<file path="src/rtl/afe_chan_capture_if.sv">
// Signal bundle between the AFE/ADS pins, the capture block and the sample buffer.
// The slave side is the capture block; the master side is whatever drives the pins.
interface afe_chan_capture_if;
   logic        afe_clk;
   logic        afe_sti;
   logic        afe_sto;
   logic        adc_busy;
   logic [15:0] adc_data;
   logic        adc_convst;
   logic [15:0] sample_data;
   logic [5:0]  sample_ch;
   logic        sample_valid;
   logic        frame_done;
   logic        capture_err;

   modport master (
      output afe_clk, afe_sti, afe_sto, adc_busy, adc_data,
      input  adc_convst, sample_data, sample_ch, sample_valid, frame_done, capture_err
   );

   modport slave (
      input  afe_clk, afe_sti, afe_sto, adc_busy, adc_data,
      output adc_convst, sample_data, sample_ch, sample_valid, frame_done, capture_err
   );
endinterface

</file>
<file path="src/rtl/afe_chan_capture.sv">
// AFE readout consumer: one ADS conversion per synced AFE_CLK rise, each result strobed
// out with its channel index, followed by a frame-done pulse.
module afe_chan_capture #(
   parameter int unsigned NUM_CH     = 64,
   parameter int unsigned T_SETTLE   = 20,
   parameter int unsigned T_CONVST   = 4,
   parameter int unsigned T_BUSY_MAX = 80,
   parameter int unsigned T_FRAME_TO = 4095
) (
   input logic               clk_100m,
   input logic               clk_rst,
   afe_chan_capture_if.slave bus
);

   localparam logic [2:0] StIdle     = 3'd0;
   localparam logic [2:0] StArmed    = 3'd1;
   localparam logic [2:0] StSettle   = 3'd2;
   localparam logic [2:0] StConv     = 3'd3;
   localparam logic [2:0] StWaitBusy = 3'd4;
   localparam logic [2:0] StRead     = 3'd5;
   localparam logic [2:0] StDone     = 3'd6;

   localparam logic [11:0] FrameTo    = 12'(T_FRAME_TO);
   localparam logic [11:0] SettleLast = 12'(T_SETTLE - 1);
   localparam logic [11:0] ConvLast   = 12'(T_CONVST - 1);
   localparam logic [11:0] BusyLast   = 12'(T_BUSY_MAX - 1);
   localparam logic [5:0]  LastCh     = 6'(NUM_CH - 1);

   logic [1:0] afe_clk_sync_q, sti_sync_q, sto_sync_q, busy_sync_q;
   logic       afe_clk_prev_q, sti_prev_q, sto_prev_q;
   logic       afe_clk_rise, sti_rise, sto_rise, busy_s;

   logic [2:0]  state_q, state_d;
   logic [11:0] timer_q, timer_d;
   logic [5:0]  ch_q, ch_d;
   logic        err_q, err_d;
   logic        sto_pend_q, sto_pend_d;
   logic        busy_seen_q, busy_seen_d;
   logic        advance;

   logic        convst_q;
   logic        sample_valid_q;
   logic        frame_done_q;
   logic [15:0] sample_data_q;
   logic [5:0]  sample_ch_q;

   always_ff @(posedge clk_100m or posedge clk_rst) begin
      if (clk_rst) begin
         afe_clk_sync_q <= '0;
         sti_sync_q     <= '0;
         sto_sync_q     <= '0;
         busy_sync_q    <= '0;
         afe_clk_prev_q <= 1'b0;
         sti_prev_q     <= 1'b0;
         sto_prev_q     <= 1'b0;
      end else begin
         afe_clk_sync_q <= {afe_clk_sync_q[0], bus.afe_clk};
         sti_sync_q     <= {sti_sync_q[0], bus.afe_sti};
         sto_sync_q     <= {sto_sync_q[0], bus.afe_sto};
         busy_sync_q    <= {busy_sync_q[0], bus.adc_busy};
         afe_clk_prev_q <= afe_clk_sync_q[1];
         sti_prev_q     <= sti_sync_q[1];
         sto_prev_q     <= sto_sync_q[1];
      end
   end

   assign afe_clk_rise = afe_clk_sync_q[1] & ~afe_clk_prev_q;
   assign sti_rise     = sti_sync_q[1] & ~sti_prev_q;
   assign sto_rise     = sto_sync_q[1] & ~sto_prev_q;
   assign busy_s       = busy_sync_q[1];

   always_comb begin
      state_d     = state_q;
      timer_d     = timer_q;
      ch_d        = ch_q;
      err_d       = err_q;
      sto_pend_d  = sto_pend_q;
      busy_seen_d = busy_seen_q;
      advance     = 1'b0;

      // A clock edge while a sample is in flight is an overrun; the edge itself is dropped.
      if (afe_clk_rise && (state_q inside {StSettle, StConv, StWaitBusy, StRead, StDone})) begin
         err_d = 1'b1;
      end
      if (sto_rise && (state_q inside {StSettle, StConv, StWaitBusy, StRead})) begin
         sto_pend_d = 1'b1;
      end

      case (state_q)
         StIdle: begin
            if (sti_rise) begin
               state_d    = StArmed;
               ch_d       = '0;
               err_d      = 1'b0;
               timer_d    = '0;
               sto_pend_d = 1'b0;
            end
         end
         StArmed: begin
            if (sto_rise) begin
               state_d = StDone;
               err_d   = 1'b1;
            end else if (afe_clk_rise) begin
               state_d = StSettle;
               timer_d = '0;
            end else if (timer_q == FrameTo) begin
               state_d = StDone;
               err_d   = 1'b1;
            end else begin
               timer_d = timer_q + 12'd1;
            end
         end
         StSettle: begin
            if (timer_q == SettleLast) begin
               state_d = StConv;
               timer_d = '0;
            end else begin
               timer_d = timer_q + 12'd1;
            end
         end
         StConv: begin
            if (timer_q == ConvLast) begin
               state_d     = StWaitBusy;
               timer_d     = '0;
               busy_seen_d = 1'b0;
            end else begin
               timer_d = timer_q + 12'd1;
            end
         end
         StWaitBusy: begin
            if (busy_s) begin
               busy_seen_d = 1'b1;
            end
            // Busy never seen high by entry+2 means the conversion already finished.
            if (!busy_s && (busy_seen_q || timer_q == 12'd2)) begin
               state_d = StRead;
            end else if (timer_q == BusyLast) begin
               err_d   = 1'b1;
               advance = 1'b1;
            end else begin
               timer_d = timer_q + 12'd1;
            end
         end
         StRead: begin
            advance = 1'b1;
         end
         StDone: begin
            state_d = StIdle;
         end
         default: begin
            state_d = StIdle;
         end
      endcase

      if (advance) begin
         if (ch_q == LastCh || sto_pend_q || sto_rise) begin
            state_d = StDone;
            if (ch_q != LastCh) begin
               err_d = 1'b1;
            end
         end else begin
            ch_d    = ch_q + 6'd1;
            state_d = StArmed;
            timer_d = '0;
         end
      end

      if (sti_rise && state_q != StIdle) begin
         state_d    = StArmed;
         ch_d       = '0;
         err_d      = 1'b1;
         timer_d    = '0;
         sto_pend_d = 1'b0;
      end
   end

   always_ff @(posedge clk_100m or posedge clk_rst) begin
      if (clk_rst) begin
         state_q     <= StIdle;
         timer_q     <= '0;
         ch_q        <= '0;
         err_q       <= 1'b0;
         sto_pend_q  <= 1'b0;
         busy_seen_q <= 1'b0;
      end else begin
         state_q     <= state_d;
         timer_q     <= timer_d;
         ch_q        <= ch_d;
         err_q       <= err_d;
         sto_pend_q  <= sto_pend_d;
         busy_seen_q <= busy_seen_d;
      end
   end

   // Outputs are registered off the next state so strobes align with the state they mark.
   always_ff @(posedge clk_100m or posedge clk_rst) begin
      if (clk_rst) begin
         convst_q       <= 1'b0;
         sample_valid_q <= 1'b0;
         frame_done_q   <= 1'b0;
         sample_data_q  <= '0;
         sample_ch_q    <= '0;
      end else begin
         convst_q       <= (state_d == StConv);
         sample_valid_q <= (state_d == StRead);
         frame_done_q   <= (state_d == StDone);
         if (state_d == StRead) begin
            sample_data_q <= bus.adc_data;
            sample_ch_q   <= ch_q;
         end
      end
   end

   assign bus.adc_convst   = convst_q;
   assign bus.sample_valid = sample_valid_q;
   assign bus.frame_done   = frame_done_q;
   assign bus.sample_data  = sample_data_q;
   assign bus.sample_ch    = sample_ch_q;
   assign bus.capture_err  = err_q;

endmodule

</file>
<file path="src/flat_wrapper.sv">
// flat-port wrapper written by rule: the top's interface ports become plain ports
module afe_chan_capture_flat 
#(
   parameter int unsigned NUM_CH     = 64,
   parameter int unsigned T_SETTLE   = 20,
   parameter int unsigned T_CONVST   = 4,
   parameter int unsigned T_BUSY_MAX = 80,
   parameter int unsigned T_FRAME_TO = 4095
)
  (clk_100m, clk_rst, bus_afe_clk, bus_afe_sti, bus_afe_sto, bus_adc_busy, bus_adc_data, bus_adc_convst, bus_sample_data, bus_sample_ch, bus_sample_valid, bus_frame_done, bus_capture_err);
  afe_chan_capture_if bus_i ();
  input logic clk_100m;
  input logic clk_rst;
  input wire logic [$bits(bus_i.afe_clk)-1:0] bus_afe_clk;
  input wire logic [$bits(bus_i.afe_sti)-1:0] bus_afe_sti;
  input wire logic [$bits(bus_i.afe_sto)-1:0] bus_afe_sto;
  input wire logic [$bits(bus_i.adc_busy)-1:0] bus_adc_busy;
  input wire logic [$bits(bus_i.adc_data)-1:0] bus_adc_data;
  output wire logic [$bits(bus_i.adc_convst)-1:0] bus_adc_convst;
  output wire logic [$bits(bus_i.sample_data)-1:0] bus_sample_data;
  output wire logic [$bits(bus_i.sample_ch)-1:0] bus_sample_ch;
  output wire logic [$bits(bus_i.sample_valid)-1:0] bus_sample_valid;
  output wire logic [$bits(bus_i.frame_done)-1:0] bus_frame_done;
  output wire logic [$bits(bus_i.capture_err)-1:0] bus_capture_err;
  assign bus_i.afe_clk = bus_afe_clk;
  assign bus_i.afe_sti = bus_afe_sti;
  assign bus_i.afe_sto = bus_afe_sto;
  assign bus_i.adc_busy = bus_adc_busy;
  assign bus_i.adc_data = bus_adc_data;
  assign bus_adc_convst = bus_i.adc_convst;
  assign bus_sample_data = bus_i.sample_data;
  assign bus_sample_ch = bus_i.sample_ch;
  assign bus_sample_valid = bus_i.sample_valid;
  assign bus_frame_done = bus_i.frame_done;
  assign bus_capture_err = bus_i.capture_err;
  afe_chan_capture #(.NUM_CH(NUM_CH), .T_SETTLE(T_SETTLE), .T_CONVST(T_CONVST), .T_BUSY_MAX(T_BUSY_MAX), .T_FRAME_TO(T_FRAME_TO)) u_core (.clk_100m(clk_100m), .clk_rst(clk_rst), .bus(bus_i));
endmodule
</file>
<file path="config.mk">
export PLATFORM = sky130hd
export DESIGN_NAME = afe_chan_capture_flat
export DESIGN_NICKNAME = d
export VERILOG_FILES = /design/src/rtl/afe_chan_capture_if.sv /design/src/rtl/afe_chan_capture.sv /design/src/flat_wrapper.sv
export SDC_FILE = /design/constraint.sdc
export NUM_CORES = 1
export LEC_CHECK = 0
export BUFFER_PORTS_ARGS = -buffer_cell sky130_fd_sc_hd__buf_2
export CORE_MARGIN = 8
export CORE_UTILIZATION = 52
export CTS_CLUSTER_SIZE = 16
export DETAILED_ROUTE_END_ITERATION = 6
export PLACE_DENSITY_LB_ADDON = 0.3
export SLEW_MARGIN = 20
export SYNTH_ARGS = -nofsm -noshare
export SYNTH_HDL_FRONTEND = slang
export SYNTH_SLANG_ARGS = --single-unit
</file>
<file path="constraint.sdc">
create_clock -name clk_100m -period 3.9 [get_ports clk_100m]
set_input_delay 0.195 -clock clk_100m [delete_from_list [all_inputs] [get_ports clk_100m]]
set_output_delay 0.195 -clock clk_100m [all_outputs]
set_load 0.02 [all_outputs]
</file>
; ---- Yosys cells after proc, flatten, opt, wreduce, memory -nomap -nowiden
; Cells that the tools add are included.
[word_totals]
wordCells = 108
regBits = 60
in_bits = 22
[op_classes]
n_reduce_logical = 14
n_addsub = 2
bitwise_logic = 6
n_eq_ne = 18
mux = 50
[op_table]
columns = cell, n
row1 = two-way mux 12 bit, 11
row2 = one-hot mux 12 bit (5 select lines), 1
row3 = two-way mux 3 bit, 10
row4 = two-way mux 6 bit, 5
row5 = "equality test 12 x 2 -> 1 bit, second input constant", 2
row6 = two-way mux 1 bit, 19
row7 = one-hot mux 3 bit (6 select lines), 1
row8 = "equality test 3 bit, second input constant", 5
row9 = "adder 12 x 1 -> 12 bit, second input constant", 1
row10 = "equality test 12 bit, second input constant", 1
row11 = "equality test 12 x 5 -> 1 bit, second input constant", 1
row12 = "equality test 12 x 7 -> 1 bit, second input constant", 1
row13 = "equality test 3 x 2 -> 1 bit, second input constant", 3
row14 = "adder 6 x 1 -> 6 bit, second input constant", 1
row15 = "equality test 6 bit, second input constant", 1
row16 = "!= test 6 bit, second input constant", 1
row17 = nonzero test 5 bit, 1
row18 = logical AND 1 bit, 4
row19 = one-hot mux 1 bit (2 select lines), 2
row20 = nonzero test 4 bit, 1
row21 = bitwise AND 1 bit, 3
row22 = "equality test 3 x 1 -> 1 bit, second input constant", 1
row23 = zero test 3 bit, 1
row24 = logical OR 1 bit, 3
row25 = other kinds (8), 10

; ---- Logic depth before layout (Yosys ltp)
[logic_depth]
ltp_word = 12
mapped_depth = 8
ltp_nobuf = 7

; ---- Worst setup path after synthesis
; No wires, ideal clock.
[synth_timing]
path_type = register to register
startpoint = register u_core.timer_q[1]
endpoint = register u_core.sample_ch_q[0] (netlist: u_core.bus.sample_ch[0])
setup_slack_ps = 1382
required_time_ps = 3775
setup_time_ps = 125
path_stages_with_launch = 9
path_buffers = 1
arrival_ps = 2393
period_less_slack_ps = 2518
path_cell_list = dfrtp_1 > ha_1 > or4b_4 > nor4_4 > mux2_2 > o211ai_1 > nand3_2 > buf_6 > mux2_4
[synth_between]
elab_chain_cells = 8
word_cells_on_any_way = 20
classes_between = eq/ne: 6 / mux: 12 / reduce/logical: 2
[synth_rtl]
columns = element, line_no
row1 = start: declaration, afe_chan_capture.sv:34  ; logic [11:0] timer_q, timer_d;
row2 = start signal: assignment, afe_chan_capture.sv:187  ; timer_q <= timer_d;
row3 = equality test 12 bit or equality test 12 x 2 -> 1 bit (tied branches), "afe_chan_capture.sv:106, afe_chan_capture.sv:135"
row4 = two-way mux 3 bit or logical OR 1 bit (tied branches), "afe_chan_capture.sv:106, afe_chan_capture.sv:135"
row5 = two-way mux 3 bit or logical AND 1 bit (tied branches), "afe_chan_capture.sv:103, afe_chan_capture.sv:135"
row6 = "two-way mux 3 bit, or another cell as far along", afe_chan_capture.sv:100  ; if (sto_rise) begin
row7 = one-hot mux 3 bit (6 select lines) or one-hot mux 1 bit (2 select lines) (tied branches), afe_chan_capture.sv:89  ; case (state_q)
row8 = two-way mux 3 bit (*), afe_chan_capture.sv:155  ; if (advance) begin
row9 = two-way mux 3 bit (*), afe_chan_capture.sv:168  ; if (sti_rise && state_q != StIdle) begin
row10 = equality test 3 bit (*), afe_chan_capture.sv:207  ; if (state_d == StRead) begin
row11 = end signal: assignment, afe_chan_capture.sv:209  ; sample_ch_q <= ch_q;
row12 = end: declaration, afe_chan_capture.sv:45  ; logic [5:0] sample_ch_q;
; Every way passes the cells marked *; elsewhere a longest branch is shown, timed or not.
; A chain may end at the register's enable or synchronous reset.

; ---- Final worst setup path
[layout_timing]
startpoint = register u_core.state_q[0]
endpoint = register u_core.sample_data_q[4] (netlist: u_core.bus.sample_data[4])
[layout_between]
elab_chain_cells = 7
word_cells_on_any_way = 20
classes_between = eq/ne: 6 / mux: 11 / reduce/logical: 3
[layout_rtl]
columns = element, line_no
row1 = start: declaration, afe_chan_capture.sv:33  ; logic [2:0] state_q, state_d;
row2 = start signal: assignment, afe_chan_capture.sv:179  ; state_q <= StIdle;
row3 = start signal: assignment, afe_chan_capture.sv:186  ; state_q <= state_d;
row4 = two-way mux 3 bit, afe_chan_capture.sv:106  ; end else if (timer_q == FrameTo) begin
row5 = two-way mux 3 bit, afe_chan_capture.sv:103  ; end else if (afe_clk_rise) begin
row6 = two-way mux 3 bit, afe_chan_capture.sv:100
row7 = one-hot mux 3 bit (6 select lines), afe_chan_capture.sv:89
row8 = two-way mux 3 bit, afe_chan_capture.sv:155
row9 = two-way mux 3 bit (*), afe_chan_capture.sv:168
row10 = equality test 3 bit (*), afe_chan_capture.sv:207
row11 = end signal: assignment, afe_chan_capture.sv:208  ; sample_data_q <= bus.adc_data;
row12 = end: declaration, afe_chan_capture.sv:44  ; logic [15:0] sample_data_q;
; Marks and branches as above.

==> flow_summary.yaml <==
logic_synthesis:
  ys.flop_type: "dfrtp_1"
  synthSimpleGateAreaFrac: 0.210
  ys_async_sr_fraction: 1.00
  synth_nets: 325
  ys_ff_latch: 60
  synth_top_family_by_area: "simple AND/OR/NAND/NOR gates"
  yosys-mux-area-fraction: 0.119
  synth_adder_area_share: 0.0118
  syn_inst: 300
  synth_cell_types: 59
  synth_edf_count: 0
  synth_compound_area_frac: 0.135
  avgSynthCellArea_sq_um: 10.6
  netlist_area_sq_um: 3190
  synth_xor_area_frac: 0.0165
  seq_area_frac_synth: 0.471
  ys.warnings.count: 0
cells_and_area:
  mostFrequentLayoutCells: "dfrtp_1 (60), buf_2 (47), nor2_1 (28)"
  final_common_cell: "dfrtp_1"
  drive_gt1_frac: 0.310
  final-seq-area_sq_um: 1500
  multi_input_area_sq_um: 1570
  syn_to_final_growth_pct: 16.2
  fillCellCount: 495
  nNetsFinal: 375
  diodes: 0
floorplanning:
  dieWidth_um: 94.3
  ioPinCount: 48
  die-area_sq_um: 8900
  rows: 28
  die_h_um: 94.3
  placeableCoreArea_sq_um: 5920
  start_util: 0.539
route:
  drtIter0Drc: 226
  postRouteAntennaNets: 0
  wl_um: 7130
  drc: 0
  drt-vias-per-instance: 5.80
  vias: 2492
  routedWlPerCell_um: 16.6
  dr.pass1.iters: 4
critical_path:
  r2r_start: "u_core.state_q[0]$_DFF_PP0_"
  cp_data_arrival_time_ns: 3.00
  r2r-end: "u_core.bus.sample_data[4]$_DFFE_PP0P_"
  crit_type: "flop to flop"
  crit_path_start_kind: "flop"
  cp-end-kind: "flop"
  r2r_slack_ns: 1.12
  r2r_cells: 7
  worst-endpoint-required_ns: 4.11
  crit_path_max_fanout: 23
grt:
  groute.usage.overall: 0.169
  grt_pass1_vias: 2432
  grt_antenna_before_repair: 0
  grt_max_degree: 61
  grt_remaining_overflow: 0
  grt_pass1_wl_um: 11800
sta:
  finalClockSkew_ns: 0.0101
  final-setup-viol-count: 0
  tightest_slew_ns: 0.733
  min_period_ns: 2.78
  final-hold-violation-count: 0
  slew_violations: 0
  max_freq_mhz: 359
  slew_headroom: 0.511
  min_period_over_period: 0.714
  grt_setup_unrepaired: "no"
  tns_ns: 0
power_and_ir_drop:
  p_sw_frac: 0.389
  leakage_nw: 1.77
  power.total_mw: 2.62
  switching_power_mw: 1.02
  power_density_nw_per_um2: 708
  share_seq_of_total_power: 0.363
  vdd_drop_max_v: 0.000582
  pwr-share-clk: 0.234
  p_comb_frac: 0.404
  intPower_mw: 1.60
clock_network:
  clk_pin_slew_ns: 0.07
  htreeDepth: 3
  clk_path_buf_depth: 2
  cts_buffers: 9
  clk_latency_ns: 0.33
  ctsHoldBuffers: 4
  ctsResizeCount: 0
  cts-root-buf: "clkbuf_8"
  clock-sinks: 60
  post-cts-setup-buffer-count: 0
  cts_tree: "yes"
place:
  port_buffers: 47
  dp_hpwl_um: 5020
  gp_congestion: 0.937
status:
  status: "finished, final reports clean"
worst_hold_path:
  min_path_type: "primary input to async pin"
flow_run:
  cap_violations: 0
==> synthesized netlist by cell type (2+ instances only) <==
cell type	n	area, sq um
o21ai_0	11	55.1
nor2_1	28	105
mux2_4	20	300
inv_1	9	33.8
or2_2	2	12.5
a211oi_1	8	60.1
nand2_1	19	71.3
dfrtp_1	60	1500
and2_2	2	15.0
xor2_1	6	52.6
a21oi_1	15	75.1
nand4_1	2	12.5
a31oi_1	8	50.1
buf_2	2	10.0
nor3_1	7	35.0
o211ai_1	4	30.0
and4_1	3	26.3
ha_1	3	37.5
clkbuf_1	8	30.0
nand3_1	14	70.1
o22ai_1	3	18.8
nand3b_1	6	45.0
nor2b_1	4	25.0
mux2_2	7	78.8
nand2b_1	5	31.3
buf_6	2	22.5
o21a_1	2	15.0
o31ai_1	2	15.0
and2_1	3	18.8
and3_1	6	37.5
==> critical path, stage by stage, from the launching register on <==
cell	delay, ns
dfrtp_1	0.61
or3b_1	0.49
nor3_1	0.55
a21oi_1	0.16
o211ai_1	0.16
nand3_2	0.09
buf_4	0.26
mux2_4	0.34
==> layout make-up <==
cell class,count,area share
multi-input cells,217,0.424
flip-flops and latches,60,0.405
repair buffers,53,0.0783
clock buffers,12,0.0391
well taps,75,0.0253
clock inverters,4,0.0196
inverters,9,0.00911
==> cells by family after synthesis <==
family | count (synthesis)
xor gates and xnor gates | 6
and+or+nand+nor | 117
muxes | 27
DFF | 60
adders and majority gates | 3
buffers and inverters | 23
AOI/OAI and AO/OA | 64
==> state kept, by name, indices dropped and copies added (netlist names) <==
signal,cells
u_core.bus.sample_data,16
u_core.timer_q,12
u_core.bus.sample_ch,6
u_core.ch_q,6
u_core.state_q,3
u_core.afe_clk_sync_q,2
u_core.busy_sync_q,2
u_core.sti_sync_q,2
u_core.sto_sync_q,2
u_core.afe_clk_prev_q,1
u_core.bus.adc_convst,1
u_core.bus.capture_err,1
u_core.bus.frame_done,1
u_core.bus.sample_valid,1
u_core.busy_seen_q,1
u_core.sti_prev_q,1
u_core.sto_pend_q,1
u_core.sto_prev_q,1
==> power groups by stage <==
stage | combinational, mW | sequential (mW) | clock [mW]
floorplan | 0.735 | 1.01 | 0
global placement | 1.04 | 0.950 | 0
detailed placement | 1.06 | 0.956 | 0
CTS | 1.06 | 0.949 | 0.630
global route | 1.15 | 0.982 | 0.659
finish | 1.06 | 0.952 | 0.613
==> metal layers <==
layer	GRT usage	share of wire	vias up
li1	-	-	1188
met1	0.229	0.45	1201
met2	0.247	0.46	92
met3	0.0452	0.078	11
met4	0.0766	0.011	0
met5	0	0	-
==> worst max-delay path by stage <==
| stage | from | end | slack (ns) | depth (start not counted) |
|---|---|---|---|---|
| floorplan | u_core.timer_q[1]$_DFF_PP0_ | u_core.bus.sample_ch[0]$_DFFE_PP0P_ | 1.38 | 8 |
| global placement | u_core.timer_q[5]$_DFF_PP0_ | u_core.bus.sample_ch[2]$_DFFE_PP0P_ | 1.13 | 7 |
| detailed placement | u_core.timer_q[5]$_DFF_PP0_ | u_core.bus.sample_ch[3]$_DFFE_PP0P_ | 1.15 | 7 |
| CTS | u_core.state_q[0]$_DFF_PP0_ | u_core.bus.sample_data[10]$_DFFE_PP0P_ | 1.12 | 7 |
| global route | u_core.state_q[0]$_DFF_PP0_ | u_core.bus.sample_data[4]$_DFFE_PP0P_ | 0.95 | 7 |
| finish | u_core.state_q[0]$_DFF_PP0_ | u_core.bus.sample_data[4]$_DFFE_PP0P_ | 1.12 | 7 |
==> stage by stage <==
step / util / worst slack [ns] / std cells / cell area, sq um / hold WS (ns)
after global placement: 0.583 / 1.13 / 410 / 3450 / 0.304
after global routing: 0.626 / 0.950 / 430 / 3710 / 0.0772
after CTS: 0.626 / 1.12 / 430 / 3710 / 0.0731
after floorplan: - / 1.38 / 300 / 3190 / 0.226
final: 0.626 / 1.12 / 430 / 3710 / 0.0483
after detailed placement: 0.583 / 1.15 / 410 / 3450 / 0.304
Note: power is estimated with default switching activity, not from simulation.
